===== config.mk =====
export PLATFORM = sky130hd
export DESIGN_NAME = prio_irq_encoder
export DESIGN_NICKNAME = d
export VERILOG_FILES = /design/src/rtl/prio_irq_encoder.sv
export SDC_FILE = /design/constraint.sdc
export NUM_CORES = 1
export LEC_CHECK = 0
export CORE_UTILIZATION = 48
export DETAILED_ROUTE_END_ITERATION = 8
export PLACE_DENSITY = 0.76
export SETUP_SLACK_MARGIN = 0.4
export SYNTH_ARGS = -nofsm -noshare
export SYNTH_HDL_FRONTEND = slang
export SYNTH_SLANG_ARGS = --single-unit

===== constraint.sdc =====
create_clock -name clk -period 2.46 [get_ports clk]
set_input_delay 0.369 -clock clk [delete_from_list [all_inputs] [get_ports clk]]
set_output_delay 0.369 -clock clk [all_outputs]
set_load 0.01 [all_outputs]

===== src/rtl/prio_irq_encoder.sv =====
// rtl/prio_irq_encoder.sv - registered N-line priority encoder with sticky pending, mask and fixed/round-robin select
module prio_irq_encoder #(
  parameter int N     = 8,
  parameter int IDX_W = 3
) (
  input  logic             clk,
  input  logic             rst_n,
  input  logic [N-1:0]     req,
  input  logic [N-1:0]     mask,
  input  logic             rr_mode,
  output logic [IDX_W-1:0] out_idx,
  output logic             out_valid,
  input  logic             out_ack,
  output logic [N-1:0]     pending
);

  typedef enum logic {
    IDLE    = 1'b0,
    PRESENT = 1'b1
  } state_t;

  state_t           state;
  state_t           state_nx;
  logic [IDX_W-1:0] last_grant;
  logic [IDX_W-1:0] last_grant_nx;
  logic [IDX_W-1:0] out_idx_nx;
  logic             out_valid_nx;
  logic [N-1:0]     pending_nx;
  logic [N-1:0]     eligible;
  logic [N-1:0]     clr;
  logic [IDX_W-1:0] sel_fixed;
  logic [IDX_W-1:0] sel_rr;
  logic [IDX_W-1:0] sel;
  int               rr_pos;

  // Masked lines keep their pending bit; they are only hidden from selection.
  assign eligible = pending & ~mask;

  // Fixed priority: ascending scan, so the highest set index is the last to overwrite.
  always_comb begin
    sel_fixed = '0;
    for (int i = 0; i < N; i++) begin
      if (eligible[IDX_W'(i)]) begin
        sel_fixed = IDX_W'(i);
      end
    end
  end

  // Round-robin: search order last_grant-1, last_grant-2, ... wrapping to last_grant.
  // Scan from the far end of that order so the nearest hit overwrites; the wrap is
  // explicit so no index >= N is formed when N is not a power of two.
  always_comb begin
    sel_rr = '0;
    rr_pos = 0;
    for (int k = N; k >= 1; k--) begin
      rr_pos = int'(last_grant) + N - k;
      if (rr_pos >= N) begin
        rr_pos = rr_pos - N;
      end
      if (eligible[IDX_W'(rr_pos)]) begin
        sel_rr = IDX_W'(rr_pos);
      end
    end
  end

  assign sel = rr_mode ? sel_rr : sel_fixed;

  // Next-state, grant and pending-clear logic; the grant is frozen while presented.
  always_comb begin
    state_nx      = state;
    out_idx_nx    = out_idx;
    out_valid_nx  = out_valid;
    last_grant_nx = last_grant;
    clr           = '0;
    case (state)
      IDLE: begin
        out_valid_nx = 1'b0;
        if (|eligible) begin
          out_idx_nx   = sel;
          out_valid_nx = 1'b1;
          state_nx     = PRESENT;
        end
      end
      PRESENT: begin
        if (out_ack) begin
          clr           = N'(1) << out_idx;
          last_grant_nx = out_idx;
          out_valid_nx  = 1'b0;
          state_nx      = IDLE;
        end
      end
      default: begin
        out_valid_nx = 1'b0;
        state_nx     = IDLE;
      end
    endcase
    // A new request on the line being cleared keeps it set.
    pending_nx = (pending & ~clr) | req;
  end

  // State and output registers with synchronous active-low reset.
  always_ff @(posedge clk) begin
    if (!rst_n) begin
      state      <= IDLE;
      pending    <= '0;
      out_idx    <= '0;
      out_valid  <= 1'b0;
      last_grant <= '0;
    end else begin
      state      <= state_nx;
      pending    <= pending_nx;
      out_idx    <= out_idx_nx;
      out_valid  <= out_valid_nx;
      last_grant <= last_grant_nx;
    end
  end

endmodule


==> flow_summary.yaml, run 1 <==
run_status:
  outcome: "completed"
timing:
  worst_slack_ns: 0.1133
  fin_crit_ns: 2.347
  hold_viol: 0
  final_max_slew_viol_count: 0
  rsz0062_at_grt: "true"
  tightest_slew_ns: 0.4036
  setup_viol: 0
  fin_skew_ns: 0.005316
  fmax_ghz: 0.4261
  timing.hold.ws_ns: 0.4633
  period_share_pct: 95.39
  slew_headroom_pct: 72.85
clock_tree:
  cts_sinks: 16
  clk_pin_slew_worst_paths_ns: 0.07
  hold_buffers: 0
  cts-root-buf: "clkbuf_8"
  clkLatencyLatePin_ns: 0.25
  cts_tree: "built"
  cts_made_buffers: 3
  htree_levels: 1
  clk_path_buf_depth: 2
logic_synthesis:
  syn_area_um2: 1775
  synth_edf_count: 0
  synth_warnings: 0
  seq_area_frac_synth_pct: 18.04
  avgSynthCellArea_um2: 9.545
  synth_flop_cell: "dfxtp_1"
  synth_cell_types: 51
  yosys_register_bits: 16
  netlist_instances: 186
  async_reset_ff_share_pct: 0
  syn_nets: 208
placed_design:
  dp_slack_ns: -0.2169
  dpl.hpwl_um: 4082
  portBuffers: 31
  placed_area_um2: 2287
  gp_congestion: 0.9816
run:
  drv_cap: 0
worst_setup_path:
  reg2reg_slack_ns: 0.14
  crit_end: "out_idx[1]"
  r2r-end: "out_idx[1]"
  crit_type: "in -> reg"
  start_kind: "input pin"
  cp-end-kind: "flip-flop"
  crit_start: "mask[3]"
  reg2reg_depth: 8
  path_max_fanout: 6
  cp_data_arrival_time_ns: 2.48
  r2r-start: "last_grant[0]"
  worstPathRequired_ns: 2.59
min_path:
  hold_class: "reg -> reg"
grt:
  gr-usage-all-layers_pct: 29.93
  antenna_found_initial: 0
  grt_first_pass_wirelength_um: 9087
  grt.overflow.total: 0
  grt_max_degree: 16
  grt_pass1_vias: 1859
floorplanning:
  dieArea_um2: 3946
  num_io_pins: 32
  die_w_um: 62.82
  std_cell_rows: 21
  die_y_um: 62.82
  initial_core_util_pct: 51.58
  coreArea_um2: 3442
power_and_ir_drop:
  p_leak_nw: 0.9274
  pwr-share-clk_pct: 22.1
  peakVddDrop_mv: 0.4355
  comb_power_share_pct: 43.8
  powerDensity_nw_per_um2: 378.0
  p_int_w: 0.0006051
  p_sw_share_pct: 34.56
  finalPower_w: 0.0009246
  power_frac_seq_pct: 34.1
  switching_power_w: 0.0003195
final_layout:
  fill_cells: 265
  area_delta_synth_final_pct: 37.77
  layout.nets: 264
  fin_area_um2: 2446
  utilization_pct: 71.07
  diodes: 0
  drive_above_1_share_pct: 33.33
route:
  ant_nets: 0
  wire_per_inst_um: 19.56
  via_per_inst: 6.483
  initialDrtViolationCount: 119
  via_count: 1854
  drc_errors: 0
  routed_wl_um: 5593
  dr.pass1.iters: 4
==> metal layers <==
| metal | global-route usage [%] | wire length, um |
|---|---|---|
| met4 | 17.44 | 267 |
| met3 | 4.927 | 358 |
| met2 | 50.41 | 2761 |
| met1 | 35.80 | 2205 |
| met5 | 0 | 0 |
==> kinds of logic (layout without fill, tap and decap cells) <==
group	count (synthesis)	count (layout)	synth area share [%]
flops	16	16	18.04
simple gates	66	68	18.32
fa+ha+maj	2	2	1.409
buf+inv	17	69	6.060
xor+xnor	2	2	0.9868
mux	28	28	31.71
compound gates	55	55	23.47
==> cell usage in the layout, fill, tap and decap left out, drive strengths merged, types with 4 or more instances in the layout <==
| cell type | Yosys | final |
|---|---|---|
| a21boi | 5 | 5 |
| a21oi | 12 | 12 |
| and2b | 4 | 6 |
| buf | 6 | 26 |
| clkdlybuf4s50 | 0 | 27 |
| dfxtp | 16 | 16 |
| dlygate4sd2 | 0 | 4 |
| inv | 7 | 7 |
| mux2i | 6 | 6 |
| mux4 | 20 | 20 |
| nand2 | 26 | 26 |
| nand2b | 13 | 13 |
| nand3 | 4 | 4 |
| nor2 | 8 | 8 |
| nor2b | 7 | 7 |
| o21a | 9 | 9 |
| o21ai | 5 | 5 |
| o31a | 4 | 4 |
==> sequential cells by signal, summed over array words and instances, names as in the netlist <==
| name | count |
|---|---|
| pending | 8 |
| out_valid | 1 |
| out_idx | 3 |
| state | 1 |
| last_grant | 3 |
==> worst max-delay path, stage by stage <==
cell and delay [ns]:
clkdlybuf4s50_1 0.43, nand2b_2 0.23, mux4_2 0.52, mux2i_2 0.23, nand2_2 0.10, o22a_1 0.21
a211oi_2 0.29, o41ai_2 0.10
==> layout make-up <==
cell class | instances | area, um^2 | area share, %
inverter | 9 | 47.55 | 1.944
timing repair buffer | 57 | 500.5 | 20.46
tap | 46 | 57.56 | 2.353
sequential | 16 | 327.8 | 13.40
clock buffer | 3 | 41.29 | 1.688
multi-input combinational | 155 | 1471 | 60.15
==> how the worst min path moves through the flow <==
stage | startpoint | end | slack (ns) | cells past startpoint
final | out_valid | out_valid | 0.46 | 2
after floorplan | out_valid | out_valid | 0.48 | 2
after global routing | out_valid | out_valid | 0.50 | 2
after CTS | out_valid | out_valid | 0.47 | 2
after global placement | out_valid | out_valid | 0.45 | 2
after detailed placement | out_valid | out_valid | 0.46 | 2
==> metrics by stage <==
stage / instances / TNS, ns
finish: 286 / 0
global route: 286 / 0
CTS: 285 / 0
detailed placement: 279 / -0.5737
global placement: 279 / -0.3411
floorplan: 186 / 0
==> power by group through the flow <==
stage	clock network (W)	logic [W]	registers, W
6_report	0.000204	0.000405	0.000316
3_5_place_dp	0	0.000371	0.000321
5_1_grt	0.000224	0.000431	0.000321
4_1_cts	0.000209	0.000382	0.000315
3_3_place_gp	0	0.000362	0.000319
2_1_floorplan	0	0.000220	0.000318
==> cell usage after synthesis, types with 4 or more instances <==
cell	n	area share, %
o21a_1	9	3.8
mux4_2	13	16
nor2b_1	7	2.5
inv_1	5	1.1
mux2i_1	5	2.8
and2b_1	4	1.7
o21ai_0	4	1.1
a21boi_0	5	2.1
o31a_1	4	2.0
a21oi_1	12	3.4
nand2b_1	13	4.6
nand2_1	26	5.5
mux4_1	7	10
nand3_1	4	1.1
nor2_1	8	1.7
dfxtp_1	16	18
==> what timing repair did <==
item / CTS / global route
setup endpoints to repair: 3 / 3
resized for setup: 19 / 17
setup buffers: 1 / 1
gates cloned: 2 / 0
pin swaps: 5 / 4
Note: power is estimated with default switching activity, not from simulation.
==> run 2: changes to the inputs <==
--- a/config.mk
+++ b/config.mk
@@ -5,10 +5,12 @@
 export SDC_FILE = /design/constraint.sdc
 export NUM_CORES = 1
 export LEC_CHECK = 0
+export CORE_MARGIN = 5
 export CORE_UTILIZATION = 48
 export DETAILED_ROUTE_END_ITERATION = 8
 export PLACE_DENSITY = 0.76
 export SETUP_SLACK_MARGIN = 0.4
+export SKIP_LAST_GASP = 1
 export SYNTH_ARGS = -nofsm -noshare
 export SYNTH_HDL_FRONTEND = slang
 export SYNTH_SLANG_ARGS = --single-unit
==> run 2 against run 1 <==
Sequential share of layout area is 0.40 points lower. Final cell count rose by 4.9%. Maximum frequency rose by 4.5%. Critical endpoint unchanged. Via count shrank 1.2%. Combinational power up 2%. Highest routed layer unchanged. Total power rose by 5.6%. Critical path depth unchanged. Non-clock buffer count rose by 11. Clock power grew 20%. Routed wire length rose by 0.13%. Die area increased by 27%. Design area up 3.1%.
==> flow_summary.yaml, run 2 (synthesized netlist as in run 1, its figures left out) <==
route:
  wl_met1_um: 2243
  highest_layer: "met4"
  initialDrtViolationCount: 173
  via_count: 1831
  route.met2.wl_um: 2761
  ant_nets: 0
  dr_wl_met3_um: 477
  wire_per_inst_um: 18.67
  via_per_inst: 6.103
  dr.pass1.iters: 4
  drc_errors: 0
  routed_wl_um: 5600
clock_tree:
  cts_sinks: 16
  clkLatencyLatePin_ns: 0.26
  clk_path_buf_depth: 2
  clk_pin_slew_worst_paths_ns: 0.07
  cts-root-buf: "clkbuf_8"
  cts_tree: "built"
  htree_levels: 1
  cts_made_buffers: 3
final_layout:
  area_delta_synth_final_pct: 42.00
  layout_common_cells: "36 x buf_4, 27 x clkdlybuf4s50_1, 25 x nand2_1"
  largest_register: "pending"
  largest_reg_flops: 8
  diodes: 0
  final_common_cell: "buf_4"
  reg_top3: "pending: 8 flops, last_grant: 3 flops, out_idx: 3 flops"
  drive_above_1_share_pct: 36.90
  layout.nets: 275
worst_setup_path:
  cp-end-kind: "flip-flop"
  r2r-end: "out_idx[2]"
  worstPathRequired_ns: 2.60
  reg2reg_slack_ns: 0.22
  crit_family: "compound AO/OA/AOI/OAI gates"
  slowest_stage: "mux4_1"
  slowest_delay_ns: 0.52
  crit_type: "in -> reg"
  path_cells: "clkdlybuf4s50_1, nor2b_2, buf_4, mux4_1, o31ai_1, a21oi_1, a211oi_2, o41ai_2"
  path_max_fanout: 8
  path_buf_inv: 2
  start_kind: "input pin"
  cp_data_arrival_time_ns: 2.39
  reg2reg_depth: 8
  r2r-start: "last_grant[1]"
min_path:
  hold_class: "reg -> reg"
  holdPathEnd: "out_valid"
  hp-start: "out_valid"
  hold_depth: 2
floorplanning:
  initial_core_util_pct: 48.86
  num_io_pins: 32
  die_y_um: 70.82
  coreArea_um2: 3633
  std_cell_rows: 22
  die_w_um: 70.82
  dieArea_um2: 5015
timing:
  setup_tns_ns: 0
  hold_viol: 0
  final_max_slew_viol_count: 0
  setup_viol: 0
  fin_skew_ns: 0.001476
  fin_crit_ns: 2.245
  fmax_ghz: 0.4454
  tightest_slew_ns: 0.3811
  timing.hold.ws_ns: 0.4845
  period_share_pct: 91.26
  slew_headroom_pct: 74.56
  rsz0062_at_grt: "true"
placed_design:
  dpl.hpwl_um: 4282
  gp_congestion: 0.9061
  portBuffers: 31
grt:
  gr-usage-all-layers_pct: 22.86
  grt_pass1_vias: 1855
  grt_first_pass_wirelength_um: 9073
  grt_max_degree: 17
  antenna_found_initial: 0
  grt.overflow.total: 0
power_and_ir_drop:
  p_leak_nw: 0.9884
  peakVddDrop_mv: 0.3279
  powerDensity_nw_per_um2: 387.4
run:
  drv_cap: 0
run_status:
  outcome: "completed"
run 2: power by group:
group          leakage, nW  switching (W)  internal (W)
registers            0.134      0.0000366      0.000279
logic                0.825       0.000184      0.000231
clock network       0.0288       0.000103      0.000142
run 2: what timing repair did:
action                                  in CTS  in global routing
hold buffers                                 0                  0
cloned                                       2                  0
buffers inserted                             0                  1
endpoints found under the setup margin       3                  3
resized for setup                           26                  8
pin swaps                                    7                  8
run 2: worst max-delay path by stage:
stage                              from          to  slack, ns  cells past startpoint
final                           mask[1]  out_idx[1]       0.21                      8
after global routing            mask[1]  out_idx[1]       0.11                      8
after CTS                 last_grant[1]  out_idx[0]       0.22                      9
after detailed placement        mask[5]  out_idx[2]      -0.21                      8
after global placement          mask[5]  out_idx[2]      -0.16                      8
after floorplan           last_grant[0]  out_idx[1]       0.02                     11
run 2: tightest hold or removal path, cell delays in order, from the launching register on:
cell and delay [ns]:
dfxtp_1 0.31, inv_1 0.05, a21boi_0 0.08
run 2: cell type report:
class | instances | area (um^2)
Clock buffer | 4 | 55.05
Fill cell | 290 | 1112
Inverter | 9 | 43.79
Multi-Input combinational cell | 155 | 1448
Sequential cell | 16 | 327.8
Tap cell | 48 | 60.06
Timing Repair Buffer | 68 | 586.8
run 2: per-stage QoR:
| stage | area (um^2) | instances | setup slack, ns | total power [W] | utilization [%] |
|---|---|---|---|---|---|
| 2_1_floorplan | 1808 | 186 | 0.01541 | 0.0005383 | - |
| 3_3_place_gp | 2380 | 293 | -0.1571 | 0.0006994 | 65.50 |
| 3_5_place_dp | 2380 | 293 | -0.2126 | 0.0007066 | 65.50 |
| 4_1_cts | 2476 | 299 | 0.2194 | 0.0009681 | 68.15 |
| 5_1_grt | 2521 | 300 | 0.1085 | 0.001023 | 69.39 |
| 6_report | 2521 | 300 | 0.2149 | 0.0009766 | 69.39 |
run 2: routing by layer:
| layer | global-route usage (%) | vias up |
|---|---|---|
| met5 | 0 | - |
| met4 | 5.637 | 0 |
| met3 | 5.824 | 14 |
| met2 | 38.62 | 91 |
| met1 | 29.27 | 873 |
| li1 | - | 853 |
==> run 3: changes to the inputs <==
--- a/config.mk
+++ b/config.mk
@@ -5,10 +5,12 @@
 export SDC_FILE = /design/constraint.sdc
 export NUM_CORES = 1
 export LEC_CHECK = 0
+export ABC_AREA = 1
 export CORE_MARGIN = 5
-export CORE_UTILIZATION = 48
+export CORE_UTILIZATION = 45
 export DETAILED_ROUTE_END_ITERATION = 8
-export PLACE_DENSITY = 0.76
+export MAX_ROUTING_LAYER = met4
+export PLACE_DENSITY = 0.75
 export SETUP_SLACK_MARGIN = 0.4
 export SKIP_LAST_GASP = 1
 export SYNTH_ARGS = -nofsm -noshare
==> run 3 against run 2 <==
Sequential cell count did not move. Maximum frequency rose by 21%. Sequential share of layout area increased by 4.9 points. Highest routed layer unchanged. Via count decreased by 18%. Area after synthesis is 22% lower. Clock skew up 0.0051 ns. Clock power decreased by 27%. Design area shrank 29%. Critical path depth increased by 9. First-iteration DRC count decreased by 29%. Worst hold slack improved by 0.018 ns.
==> flow_summary.yaml, run 3 <==
run_status:
  outcome: "completed"
floorplanning:
  coreArea_um2: 3003
  die_y_um: 65.56
  num_io_pins: 32
  die_w_um: 65.56
  std_cell_rows: 20
  dieArea_um2: 4297
  initial_core_util_pct: 46.25
logic_synthesis:
  synth_most_common_cell: "nand2_1"
  syn_nets: 242
  ys_top_cells_by_count: "47 x nand2_1, 40 x inv_1, 37 x nand3_1"
  synth_flop_cell: "dfxtp_1"
  synthAdderAreaFrac_pct: 1.802
  synthSimpleGateAreaFrac_pct: 39.55
  synth.top_cell.area_share_pct: 23.06
  synth_cell_types: 24
  seq_area_frac_synth_pct: 23.06
  synth_area_leaders: "dfxtp_1 23%, nand3_1 13%, nand2_1 13%"
  synth-xor-area-share_pct: 4.324
  synth.area.mux_share_pct: 0
  syn_area_um2: 1389
  synth_top_family_by_area: "simple AND/OR/NAND/NOR gates"
  synth_top_area_cell: "dfxtp_1"
  synth_edf_count: 0
  netlist_instances: 220
  async_reset_ff_share_pct: 0
  synth_compound_area_share_pct: 17.21
  synth_warnings: 0
  avgSynthCellArea_um2: 6.313
  yosys_register_bits: 16
timing:
  tightest_slew_ns: 0.4883
  fin_skew_ns: 0.006575
  timing.hold.ws_ns: 0.5020
  fin_crit_ns: 1.854
  hold_viol: 0
  fmax_ghz: 0.5393
  setup_viol: 0
  rsz0062_at_grt: "false"
  slew_headroom_pct: 67.40
  period_share_pct: 75.37
  final_max_slew_viol_count: 0
  setup_tns_ns: 0
power_and_ir_drop:
  finalPower_w: 0.0009634
  p_leak_nw: 0.8372
  powerDensity_nw_per_um2: 535.4
  peakVddDrop_mv: 0.3255
clock_tree:
  clkLatencyLatePin_ns: 0.30
  clk_path_buf_depth: 2
  cts_tree: "built"
  htree_levels: 1
  cts_setup_buffers: 0
  cts-root-buf: "clkbuf_4"
  cts_sinks: 16
  cts_made_buffers: 3
  clk_pin_slew_worst_paths_ns: 0.10
route:
  via_per_inst: 5.248
  routed_wl_um: 3658
  initialDrtViolationCount: 122
  wire_per_inst_um: 12.79
  ant_nets: 0
  drc_errors: 0
  dr.pass1.iters: 4
  via_count: 1501
grt:
  use_met2_pct: 32.24
  gr-usage-all-layers_pct: 18.80
  grt_max_degree: 12
  antenna_found_initial: 0
  grt.overflow.total: 0
  gr-usage-met1_pct: 23.93
  gr-usage-met3_pct: 1.026
  grt_first_pass_wirelength_um: 6210
  top_usage_layer: "met2"
  grt_pass1_vias: 1371
final_layout:
  final_common_cell: "nand2_1"
  area_delta_synth_final_pct: 29.55
  largest_register: "pending"
  layout_common_cells: "47 x nand2_1, 39 x inv_1, 36 x nand3_1"
  largest_reg_flops: 8
  fin_area_um2: 1799
  diodes: 0
  drive_above_1_share_pct: 13.44
  reg_top3: "pending: 8 flops, last_grant: 3 flops, out_idx: 3 flops"
  finalNonFillerCells: 286
  layout.nets: 276
worst_setup_path:
  crit_type: "reg -> reg"
  cp-end-kind: "flip-flop"
  worstPathRequired_ns: 2.70
  cp_data_arrival_time_ns: 2.09
  start_kind: "flip-flop"
  path_max_fanout: 11
placed_design:
  gp_congestion: 0.9658
  placed_area_um2: 1718
  dpl.hpwl_um: 2985
  portBuffers: 31
  dp.cells: 282
run:
  drv_cap: 0
min_path:
  hold_class: "reg -> reg"
run 3: cell count changes in the layout (fill, tap and decap cells not counted), moves of 13 or more:
cell     previous run  this run
o21ai_0             3        16
mux4_2             18         0
nand3_1             4        36
inv_1               5        39
buf_4              36         0
nand2_1            25        47
run 3: cell families after synthesis:
family,count (synthesis)
AND/OR/NAND/NOR,109
XOR/XNOR,3
buffers and inverters,46
adder cells (fa/ha/maj),2
AO/OA/AOI/OAI,44
flip-flops,16
run 3: area by class of cell:
class                   instances  area, um^2
inverters                      42       162.7
repair buffers                 33       332.8
multi-input cells             158       903.4
fillers                       306        1204
clock buffers                   4       36.28
well taps                      33       41.29
flip-flops and latches         16       322.8
run 3: through the flow:
stage / utilization (%) / setup WS, ns
CTS: 58.42 / 0.4347
detailed placement: 57.21 / 0.3667
floorplan: - / 0.5056
finish: 59.92 / 0.6058
global route: 59.92 / 0.4170
global placement: 57.21 / 0.3541
run 3: path summary, 6_finish.rpt:
kind / startpoint / end / depth (start not counted) / slack, ns
worst max-delay path: last_grant[0] / out_idx[1] / 17 / 0.61
worst min register to register: out_valid / out_valid / 2 / 0.50
worst min-delay path: out_valid / out_valid / 2 / 0.50
worst max register to register: last_grant[0] / out_idx[1] / 17 / 0.61
run 3: metal layers:
layer  wire length (um)  vias up
li1                   -      784
met1               1593      659
met2               1799       53
met3                225        5
met4                 40        0
met5                  0        -
run 3: repair_timing:
action	CTS	global route
hold buffers	0	0
cloned	0	0
setup endpoints to repair	1	3
pin swaps	0	1
gates resized for setup	1	12
run 3: worst max-delay path, cell delays in order, from the launching register on:
cell     delay, ns
dfxtp_2       0.35
buf_6         0.16
ha_4          0.18
xnor2_4       0.16
inv_1         0.09
nand3_2       0.09
nand2_2       0.07
nor2_2        0.12
nand2_1       0.05
nand2_1       0.05
nand2_1       0.05
nand2_1       0.05
nand2_1       0.04
nand2_1       0.05
nand2_1       0.04
nand2_1       0.05
nand2_1       0.07
a21oi_2       0.11
run 3: power breakdown:
| group | leakage [nW] | internal (W) | switching (W) |
|---|---|---|---|
| Combinational | 0.682 | 0.000198 | 0.000260 |
| Clock | 0.0210 | 0.0000904 | 0.0000887 |
| Sequential | 0.134 | 0.000286 | 0.0000400 |
| Total | 0.837 | 0.000574 | 0.000389 |
